<file path="src/rtl/arbitro_receptor_if.sv">
// Interface between the UART word receiver and the rest of the system.
// The master side drives the serial line and observes the received word and status.
interface arbitro_receptor_if;
  logic        rx;
  logic [31:0] out;
  logic        rx_Done;
  logic        frame_err;
  logic        busy;

  modport master (output rx, input out, rx_Done, frame_err, busy);
  modport slave  (input rx, output out, rx_Done, frame_err, busy);
endinterface

</file>
<file path="src/rtl/arbitro_receptor.sv">
// 8N1 UART receiver that assembles four bytes (LSB byte first) into a 32-bit word,
// with stop-bit checking, inter-byte timeout and a one-cycle done strobe.
module arbitro_receptor #(
  parameter int CLKS_PER_BIT = 5208,
  parameter int TIMEOUT_CLKS = 52080
) (
  input  logic                clk,
  input  logic                reset,
  arbitro_receptor_if.slave   bus
);
  localparam int CW   = $clog2(CLKS_PER_BIT);
  localparam int TW   = $clog2(TIMEOUT_CLKS + 1);
  localparam int HALF = CLKS_PER_BIT / 2;

  typedef enum logic [2:0] {S_IDLE, S_START, S_DATA, S_STOP, S_BREAK} state_t;

  state_t      r_state, w_next;
  logic        r_rx_m, r_rx_s;
  logic [1:0]  r_sync_vld;
  logic        r_armed;
  logic [CW-1:0] r_clk_cnt;
  logic [2:0]  r_bit_idx;
  logic [7:0]  r_shift;
  logic [1:0]  r_byte_idx;
  logic [31:0] r_word;
  logic [31:0] r_out;
  logic [TW-1:0] r_to_cnt;
  logic        r_done, r_ferr;

  logic w_start, w_tick_half, w_tick_full, w_data_smp;
  logic w_stop_ok, w_stop_err, w_timeout, w_word_done;

  // State register
  always_ff @(posedge clk) begin
    if (reset) r_state <= S_IDLE;
    else       r_state <= w_next;
  end

  // Next-state logic
  always_comb begin
    w_next = r_state;
    case (r_state)
      S_IDLE:  if (w_start) w_next = S_START;
      S_START: if (w_tick_half) w_next = r_rx_s ? S_IDLE : S_DATA;
      S_DATA:  if (w_tick_full && r_bit_idx == 3'd7) w_next = S_STOP;
      S_STOP:  if (w_tick_full) w_next = r_rx_s ? S_IDLE : S_BREAK;
      S_BREAK: if (r_rx_s) w_next = S_IDLE;
      default: w_next = S_IDLE;
    endcase
  end

  // Event decode; a line low right after reset is ignored until it has been seen high
  always_comb begin
    w_start     = (r_state == S_IDLE) && r_armed && !r_rx_s;
    w_tick_half = (r_clk_cnt == CW'(HALF - 1));
    w_tick_full = (r_clk_cnt == CW'(CLKS_PER_BIT - 1));
    w_data_smp  = (r_state == S_DATA) && w_tick_full;
    w_stop_ok   = (r_state == S_STOP) && w_tick_full &&  r_rx_s;
    w_stop_err  = (r_state == S_STOP) && w_tick_full && !r_rx_s;
    w_timeout   = (r_state == S_IDLE) && (r_byte_idx != 2'd0) && !w_start &&
                  (r_to_cnt == TW'(TIMEOUT_CLKS - 1));
    w_word_done = w_stop_ok && (r_byte_idx == 2'd3);
  end

  always_ff @(posedge clk) begin
    if (reset) begin
      r_rx_m     <= 1'b1;
      r_rx_s     <= 1'b1;
      r_sync_vld <= 2'b00;
      r_armed    <= 1'b0;
      r_clk_cnt  <= '0;
      r_bit_idx  <= '0;
      r_shift    <= '0;
      r_byte_idx <= '0;
      r_word     <= '0;
      r_out      <= '0;
      r_to_cnt   <= '0;
      r_done     <= 1'b0;
      r_ferr     <= 1'b0;
    end else begin
      r_rx_m     <= bus.rx;
      r_rx_s     <= r_rx_m;
      r_sync_vld <= {r_sync_vld[0], 1'b1};
      r_armed    <= r_armed | (r_sync_vld[1] & r_rx_s);

      if ((r_state != w_next) || w_data_smp || r_state == S_IDLE || r_state == S_BREAK)
        r_clk_cnt <= '0;
      else
        r_clk_cnt <= r_clk_cnt + 1'b1;

      if (w_start) r_bit_idx <= '0;
      if (w_data_smp) begin
        r_shift   <= {r_rx_s, r_shift[7:1]};
        r_bit_idx <= r_bit_idx + 1'b1;
      end

      if (w_stop_ok) begin
        r_word[{r_byte_idx, 3'b000} +: 8] <= r_shift;
        r_byte_idx <= r_byte_idx + 1'b1;
      end
      if (w_word_done) r_out <= {r_shift, r_word[23:0]};
      if (w_stop_err || w_timeout) begin
        r_byte_idx <= '0;
        r_word     <= '0;
      end

      if (r_state != S_IDLE || r_byte_idx == 2'd0 || w_start || w_timeout)
        r_to_cnt <= '0;
      else
        r_to_cnt <= r_to_cnt + 1'b1;

      r_done <= w_word_done;
      r_ferr <= w_stop_err | w_timeout;
    end
  end

  assign bus.out       = r_out;
  assign bus.rx_Done   = r_done;
  assign bus.frame_err = r_ferr;
  assign bus.busy      = (r_state != S_IDLE) || (r_byte_idx != 2'd0);
endmodule
</file>
<file path="src/flat_wrapper.sv">
// flat-port wrapper written by rule: the top's interface ports become plain ports
module arbitro_receptor_flat 
#(
  parameter int CLKS_PER_BIT = 5208,
  parameter int TIMEOUT_CLKS = 52080
)
  (clk, reset, bus_rx, bus_out, bus_rx_Done, bus_frame_err, bus_busy);
  arbitro_receptor_if bus_i ();
  input  logic clk;
  input  logic reset;
  input wire logic [$bits(bus_i.rx)-1:0] bus_rx;
  output wire logic [$bits(bus_i.out)-1:0] bus_out;
  output wire logic [$bits(bus_i.rx_Done)-1:0] bus_rx_Done;
  output wire logic [$bits(bus_i.frame_err)-1:0] bus_frame_err;
  output wire logic [$bits(bus_i.busy)-1:0] bus_busy;
  assign bus_i.rx = bus_rx;
  assign bus_out = bus_i.out;
  assign bus_rx_Done = bus_i.rx_Done;
  assign bus_frame_err = bus_i.frame_err;
  assign bus_busy = bus_i.busy;
  arbitro_receptor #(.CLKS_PER_BIT(CLKS_PER_BIT), .TIMEOUT_CLKS(TIMEOUT_CLKS)) u_core (.clk(clk), .reset(reset), .bus(bus_i));
endmodule
</file>
<file path="config.mk">
export PLATFORM = sky130hd
export DESIGN_NAME = arbitro_receptor_flat
export DESIGN_NICKNAME = d
export VERILOG_FILES = /design/src/rtl/arbitro_receptor_if.sv /design/src/rtl/arbitro_receptor.sv /design/src/flat_wrapper.sv
export SDC_FILE = /design/constraint.sdc
export NUM_CORES = 1
export LEC_CHECK = 0
export ABC_AREA = 1
export CAP_MARGIN = 20
export CORE_ASPECT_RATIO = 1.4
export CORE_MARGIN = 5
export CORE_UTILIZATION = 58
export CTS_CLUSTER_DIAMETER = 60
export CTS_CLUSTER_SIZE = 8
export DETAILED_ROUTE_END_ITERATION = 8
export GPL_ROUTABILITY_DRIVEN = 0
export PLACE_DENSITY_LB_ADDON = 0.12
export SYNTH_ARGS = -nofsm -noshare
export SYNTH_HDL_FRONTEND = slang
export SYNTH_SLANG_ARGS = --single-unit
</file>
<file path="constraint.sdc">
create_clock -name clk -period 2.3 [get_ports clk]
set_input_delay 0.345 -clock clk [delete_from_list [all_inputs] [get_ports clk]]
set_output_delay 0.345 -clock clk [all_outputs]
set_load 0.02 [all_outputs]
</file>
==> After elaboration in Yosys (flattened, before gate mapping) <==
Index checks and enable logic that the tools add are counted.
{ "totals": {"ff_bits": 116, "inputBits": 3, "out_inout_bits": 35, "elab_cells": 76} }
{ "op_classes": {"add_sub_neg": 5, "eq_ne": 10, "n_shift": 2, "muxes": 12, "bitwise": 3, "reduce_logical": 29} }
{ "ops": {"columns": ["cell", "n"], "rows": [
  ["32-bit bitwise mux", 1],
  ["8-bit by 7-bit variable shift with 32-bit output, first input constant", 1],
  ["8-bit by 7-bit variable part select with 32-bit output", 1],
  ["3-bit two-way mux", 8],
  ["16-bit by 1-bit adder with 16-bit output, second input constant", 1],
  ["16-bit == test, second input constant", 1],
  ["3-bit one-hot mux with 5 select lines", 1],
  ["13-bit by 1-bit adder with 13-bit output, second input constant", 1],
  ["13-bit by 12-bit == test with 1-bit output, second input constant", 1],
  ["13-bit == test, second input constant", 1],
  ["1-bit logical AND", 11],
  ["1-bit logical OR", 8],
  ["5-bit negator with 7-bit output", 1],
  ["3-bit by 2-bit == test with 1-bit output, second input constant", 2],
  ["3-bit == test, second input constant", 2],
  ["2-bit OR reduction", 3],
  ["2-bit nonzero test", 2],
  ["3-bit by 1-bit adder with 3-bit output, second input constant", 1],
  ["3-bit by 1-bit == test with 1-bit output, second input constant", 1],
  ["3-bit logical NOT", 1],
  ["3-bit inequality test", 1],
  ["3-bit nonzero test", 1],
  ["2-bit by 1-bit adder with 2-bit output, second input constant", 1],
  ["2-bit == test, second input constant", 1],
  ["other kinds (6)", 8]
]} }

==> Longest topological paths before layout <==
{ "depth": {"word_depth": 10, "mapped_depth": 13, "depth_no_buf": 12} }

==> Least setup slack after synthesis <==
OpenSTA, ideal clock, no wires.
{ "synth_timing": {"kind": "register to register", "startpoint": "register u_core.r_clk_cnt[0]", "endpoint": "register u_core.r_word[14]", "setup_ns": 0.116, "arrival_ns": 1.574, "required_time_ns": 2.184, "setup_slack_ns": 0.610, "path_stages_with_launch": 12, "path_buffers": 1, "period_less_slack_ns": 1.690, "cell_sequence": "dfxtp_1 -> ha_1 -> nand2_1 -> nor2_1 -> nand3_4 -> nor2_8 -> nand2_8 -> nor2_8 -> buf_12 -> nand2_2 -> o21ai_2 -> nor2_2"} }
{ "synth_between": {"elab_chain_cells": 5, "word_cells_on_any_way": 6, "classes_between": "eq/ne: 1; reduce/logical: 5"} }
{ "synth_rtl": {"columns": ["element", "line", "text"], "rows": [
  ["start, declared", "arbitro_receptor.sv:21", "logic [CW-1:0] r_clk_cnt;"],
  ["start signal, assigned", "arbitro_receptor.sv:89", "r_clk_cnt <= r_clk_cnt + 1'b1;"],
  ["13-bit == test *", "arbitro_receptor.sv:56", "w_tick_full = (r_clk_cnt == CW'(CLKS_PER_BIT - 1));"],
  ["1-bit logical AND *", "arbitro_receptor.sv:58, arbitro_receptor.sv:59", null],
  ["1-bit logical AND", "arbitro_receptor.sv:59", "w_stop_err = (r_state == S_STOP) && w_tick_full && !r_rx_s;"],
  ["1-bit logical OR", "arbitro_receptor.sv:102", "if (w_stop_err || w_timeout) begin"],
  ["2-bit OR reduction (no source line)", null, null],
  ["end signal, assigned by index", "arbitro_receptor.sv:98", "r_word[{r_byte_idx, 3'b000} +: 8] <= r_shift;"],
  ["end, declared", "arbitro_receptor.sv:25", "logic [31:0] r_word;"]
]} }
Every way passes the cells marked *; elsewhere a longest branch is shown, timed or not.
A chain may end at the register's enable or synchronous reset.

==> Worst setup path after layout <==
{ "layout_timing": {"startpoint": "register u_core.r_clk_cnt[0]", "endpoint": "register u_core.r_clk_cnt[4]"} }
{ "layout_between": {"elab_chain_cells": 9, "word_cells_on_any_way": 14, "classes_between": "add/sub: 1; eq/ne: 3; mux: 4; reduce/logical: 6"} }
{ "layout_rtl": {"columns": ["element", "line", "text"], "rows": [
  ["13-bit == test", "arbitro_receptor.sv:56", null],
  ["1-bit logical AND", "arbitro_receptor.sv:45", "S_DATA: if (w_tick_full && r_bit_idx == 3'd7) w_next = S_STOP;"],
  ["3-bit two-way mux", "arbitro_receptor.sv:45", null],
  ["3-bit one-hot mux with 5 select lines", "arbitro_receptor.sv:42", "case (r_state)"],
  ["3-bit inequality test", "arbitro_receptor.sv:86", "if ((r_state != w_next) || w_data_smp || r_state == S_IDLE || r_state == S_BREAK)"],
  ["1-bit logical OR (3 in a row)", "arbitro_receptor.sv:86", null],
  ["2-bit OR reduction (no source line)", null, null]
]} }
Parallel ways exist; a longest one is shown, timed or not.

==> impl_metrics.py <==
metrics = {
    "grt": {
        "grt_pass1_wl_um": 16010,
        "grt_pass1_vias": 3721,
        "antenna_found_initial": 0,
        "grt.total_usage_pct": 19.12,
        "grt-ovfl-total": 0,
        "grt_max_degree": 42,
    },
    "floorplan": {
        "dieArea_um2": 10290,
        "rows": 39,
        "die_h_um": 118.1,
        "io_pins": 38,
        "design.core.area_um2": 8149,
        "start_util_pct": 59.36,
        "chipWidth_um": 87.18,
    },
    "clock_tree": {
        "clkSinkCount": 108,
        "insertion_delay_ns": 0.35,
        "cts_post_setup_buffers_inserted": 0,
        "cts_hold_buf": 0,
        "ctsHtreeMaxLevel": 3,
        "cts_buffer_depth": 2,
        "cts_tree": "built",
        "cts_resized": 1,
        "clk_pin_slew_ns": 0.07,
        "cts-buffers-inserted": 9,
        "cts_root_buffer": "clkbuf_16",
    },
    "placement": {
        "hpwl_um": 6827,
        "portBuffers": 37,
        "place_inst": 753,
    },
    "worst_setup_path": {
        "critPathLaunchType": "flop",
        "critical_path_class": "flop to flop",
        "reg2reg_depth": 10,
        "arrival_ns": 2.14,
        "end_kind": "flop",
        "critPathRequiredTime_ns": 2.53,
        "rrSetupSlack_ns": 0.39,
        "crit_fanout": 13,
    },
    "final_layout": {
        "fillers": 678,
        "stdcell_count": 769,
        "syn2layout_area_growth_pct": 15.96,
        "multi_input_area_um2": 2290,
        "n_antenna_cell": 0,
        "drive_gt1_share_pct": 15.29,
        "regArea_um2": 2162,
        "fin_nets": 674,
    },
    "routing": {
        "ant_nets": 0,
        "wire_per_inst_um": 11.93,
        "first_pass_iters": 4,
        "drt-total-wl_um": 9177,
        "vias": 3896,
        "vias_per_cell": 5.066,
        "drt_iter0_markers": 135,
        "drc": 0,
    },
    "sta": {
        "relSlewSlack_pct": 66.78,
        "finClkSkew_ns": 0.004895,
        "report.final.slew_viol_count": 0,
        "rsz0062_at_grt": "no",
        "fin_crit_sh_pct": 82.97,
        "finalSetupViolations": 0,
        "min_period_ns": 1.908,
        "fmax_mhz": 524.0,
        "fin_tns_setup_ns": 0,
        "tightest_slew_ns": 0.4964,
        "timing.final.hold_violations": 0,
    },
    "outcome": {
        "status": "complete, no violations",
    },
    "pwr": {
        "p_leak_nw": 2.132,
        "power_density_nw_per_um2": 647.3,
        "peakVddDrop_mv": 0.4384,
    },
    "hold_path": {
        "hold_path.class": "flop to flop",
        "worstHoldPathCells": 1,
    },
    "logic_synthesis": {
        "yosysWarnings": 0,
        "syn_nets": 638,
        "synth_ff_type": "dfxtp_1",
        "synth_area_um2": 4837,
        "syn_avg_cell_area_um2": 7.727,
        "ys_ff_latch": 108,
        "synthCells": 626,
        "synth_edf_count": 0,
        "seq_area_frac_synth_pct": 44.70,
        "async_flop_share_pct": 0,
        "ys_types": 38,
    },
    "flow_run": {
        "drv_cap": 0,
    },
}
registers in the layout (all words and copies together) (netlist names), 2 cells and up:
| signal | flops |
|---|---|
| u_core.r_to_cnt | 16 |
| u_core.r_sync_vld | 2 |
| u_core.r_byte_idx | 2 |
| u_core.r_shift | 8 |
| u_core.r_word | 24 |
| u_core.bus.out | 32 |
| u_core.r_state | 3 |
| u_core.r_clk_cnt | 13 |
| u_core.r_bit_idx | 3 |
power by group:
group,internal (mW),switching [mW],leakage (nW),total (mW)
Clock,1.02,0.670,0.166,1.69
Combinational,0.0242,0.0436,1.09,0.0678
Sequential,1.87,0.00203,0.871,1.88
path summary, 6_finish.rpt:
path,from,to
setup / recovery,u_core.r_clk_cnt[0]$_SDFF_PP0_,u_core.r_clk_cnt[4]$_SDFF_PP0_
hold / removal,u_core.r_rx_m$_SDFF_PP1_,u_core.r_rx_s$_SDFF_PP1_
setup reg to reg,u_core.r_clk_cnt[0]$_SDFF_PP0_,u_core.r_clk_cnt[4]$_SDFF_PP0_
hold reg to reg,u_core.r_rx_m$_SDFF_PP1_,u_core.r_rx_s$_SDFF_PP1_
cell usage in the layout (no fill, tap or decap), types with 3 or more instances in the layout:
master / instances
nand2_2: 7
inv_1: 49
nor2_8: 3
clkbuf_16: 9
nand2_1: 102
buf_4: 7
xnor2_1: 3
nor2_1: 117
o21ai_2: 16
nand3_1: 16
clkdlybuf4s50_1: 36
xor2_1: 12
nand4_1: 10
inv_2: 11
o21ai_0: 12
a21oi_1: 27
ha_1: 8
nor2_2: 28
o21ai_1: 30
nor3_1: 24
dfxtp_1: 108
cells in the mapped netlist, types with 9 or more instances:
library cell / n / area share (%)
xor2_1: 12 / 2.2
nor3_1: 24 / 2.5
nor2_2: 28 / 3.6
o21ai_0: 12 / 1.2
o21ai_1: 30 / 3.1
ha_1: 9 / 2.3
dfxtp_1: 108 / 45
inv_1: 49 / 3.8
o21ai_2: 16 / 2.9
nand4_1: 10 / 1.3
a21oi_1: 27 / 2.8
inv_2: 11 / 0.85
nand3_1: 16 / 1.7
nand2_1: 102 / 7.9
nor2_1: 117 / 9.1
metal layers:
layer  up-vias  routed length (um)  track usage (%)
met3        21                 286            3.571
met2        57                4896            34.32
met4         0                 231            9.021
met1      1746                3764            21.02
li1       2072                   -                -
met5         -                   0                0
critical path, cell delays in order (launching register included):
cell	delay, ns
dfxtp_1	0.36
ha_1	0.21
nand2_1	0.12
nor2_1	0.20
nand3_4	0.14
a21oi_2	0.19
nand3_1	0.09
nand2_1	0.07
nand2_1	0.06
nand2_2	0.29
nor2_1	0.07
area by class of cell:
class / count / area share (%)
clock buffer: 11 / 4.506
tap: 102 / 2.275
inverter: 61 / 4.082
timing repair buffer: 46 / 8.298
clock inverter: 5 / 1.472
multi-input combinational: 436 / 40.82
sequential: 108 / 38.55
logic make-up after synthesis:
logic type	share of synthesized area [%]
flip-flops	44.70
XOR/XNOR	2.716
AND/OR/NAND/NOR	31.58
adder cells (fa/ha/maj)	2.328
buffers and inverters	8.019
AO/OA/AOI/OAI	10.66
metrics by stage:
step                      utilization (%)  setup WS, ns  hold WS [ns]  power [mW]  instance area (um2)
after floorplan                         -        0.6101        0.3883       1.969                 4837
after global placement              64.66        0.3755        0.3952       1.986                 5269
after detailed placement            64.66        0.3410        0.3985       1.988                 5269
after CTS                           68.80       0.05832        0.4149       3.669                 5607
after global routing                68.83        0.1746        0.4246       3.751                 5609
final                               68.83        0.3916        0.4130       3.631                 5609
No activity file was read; power rests on OpenSTA's default activity.
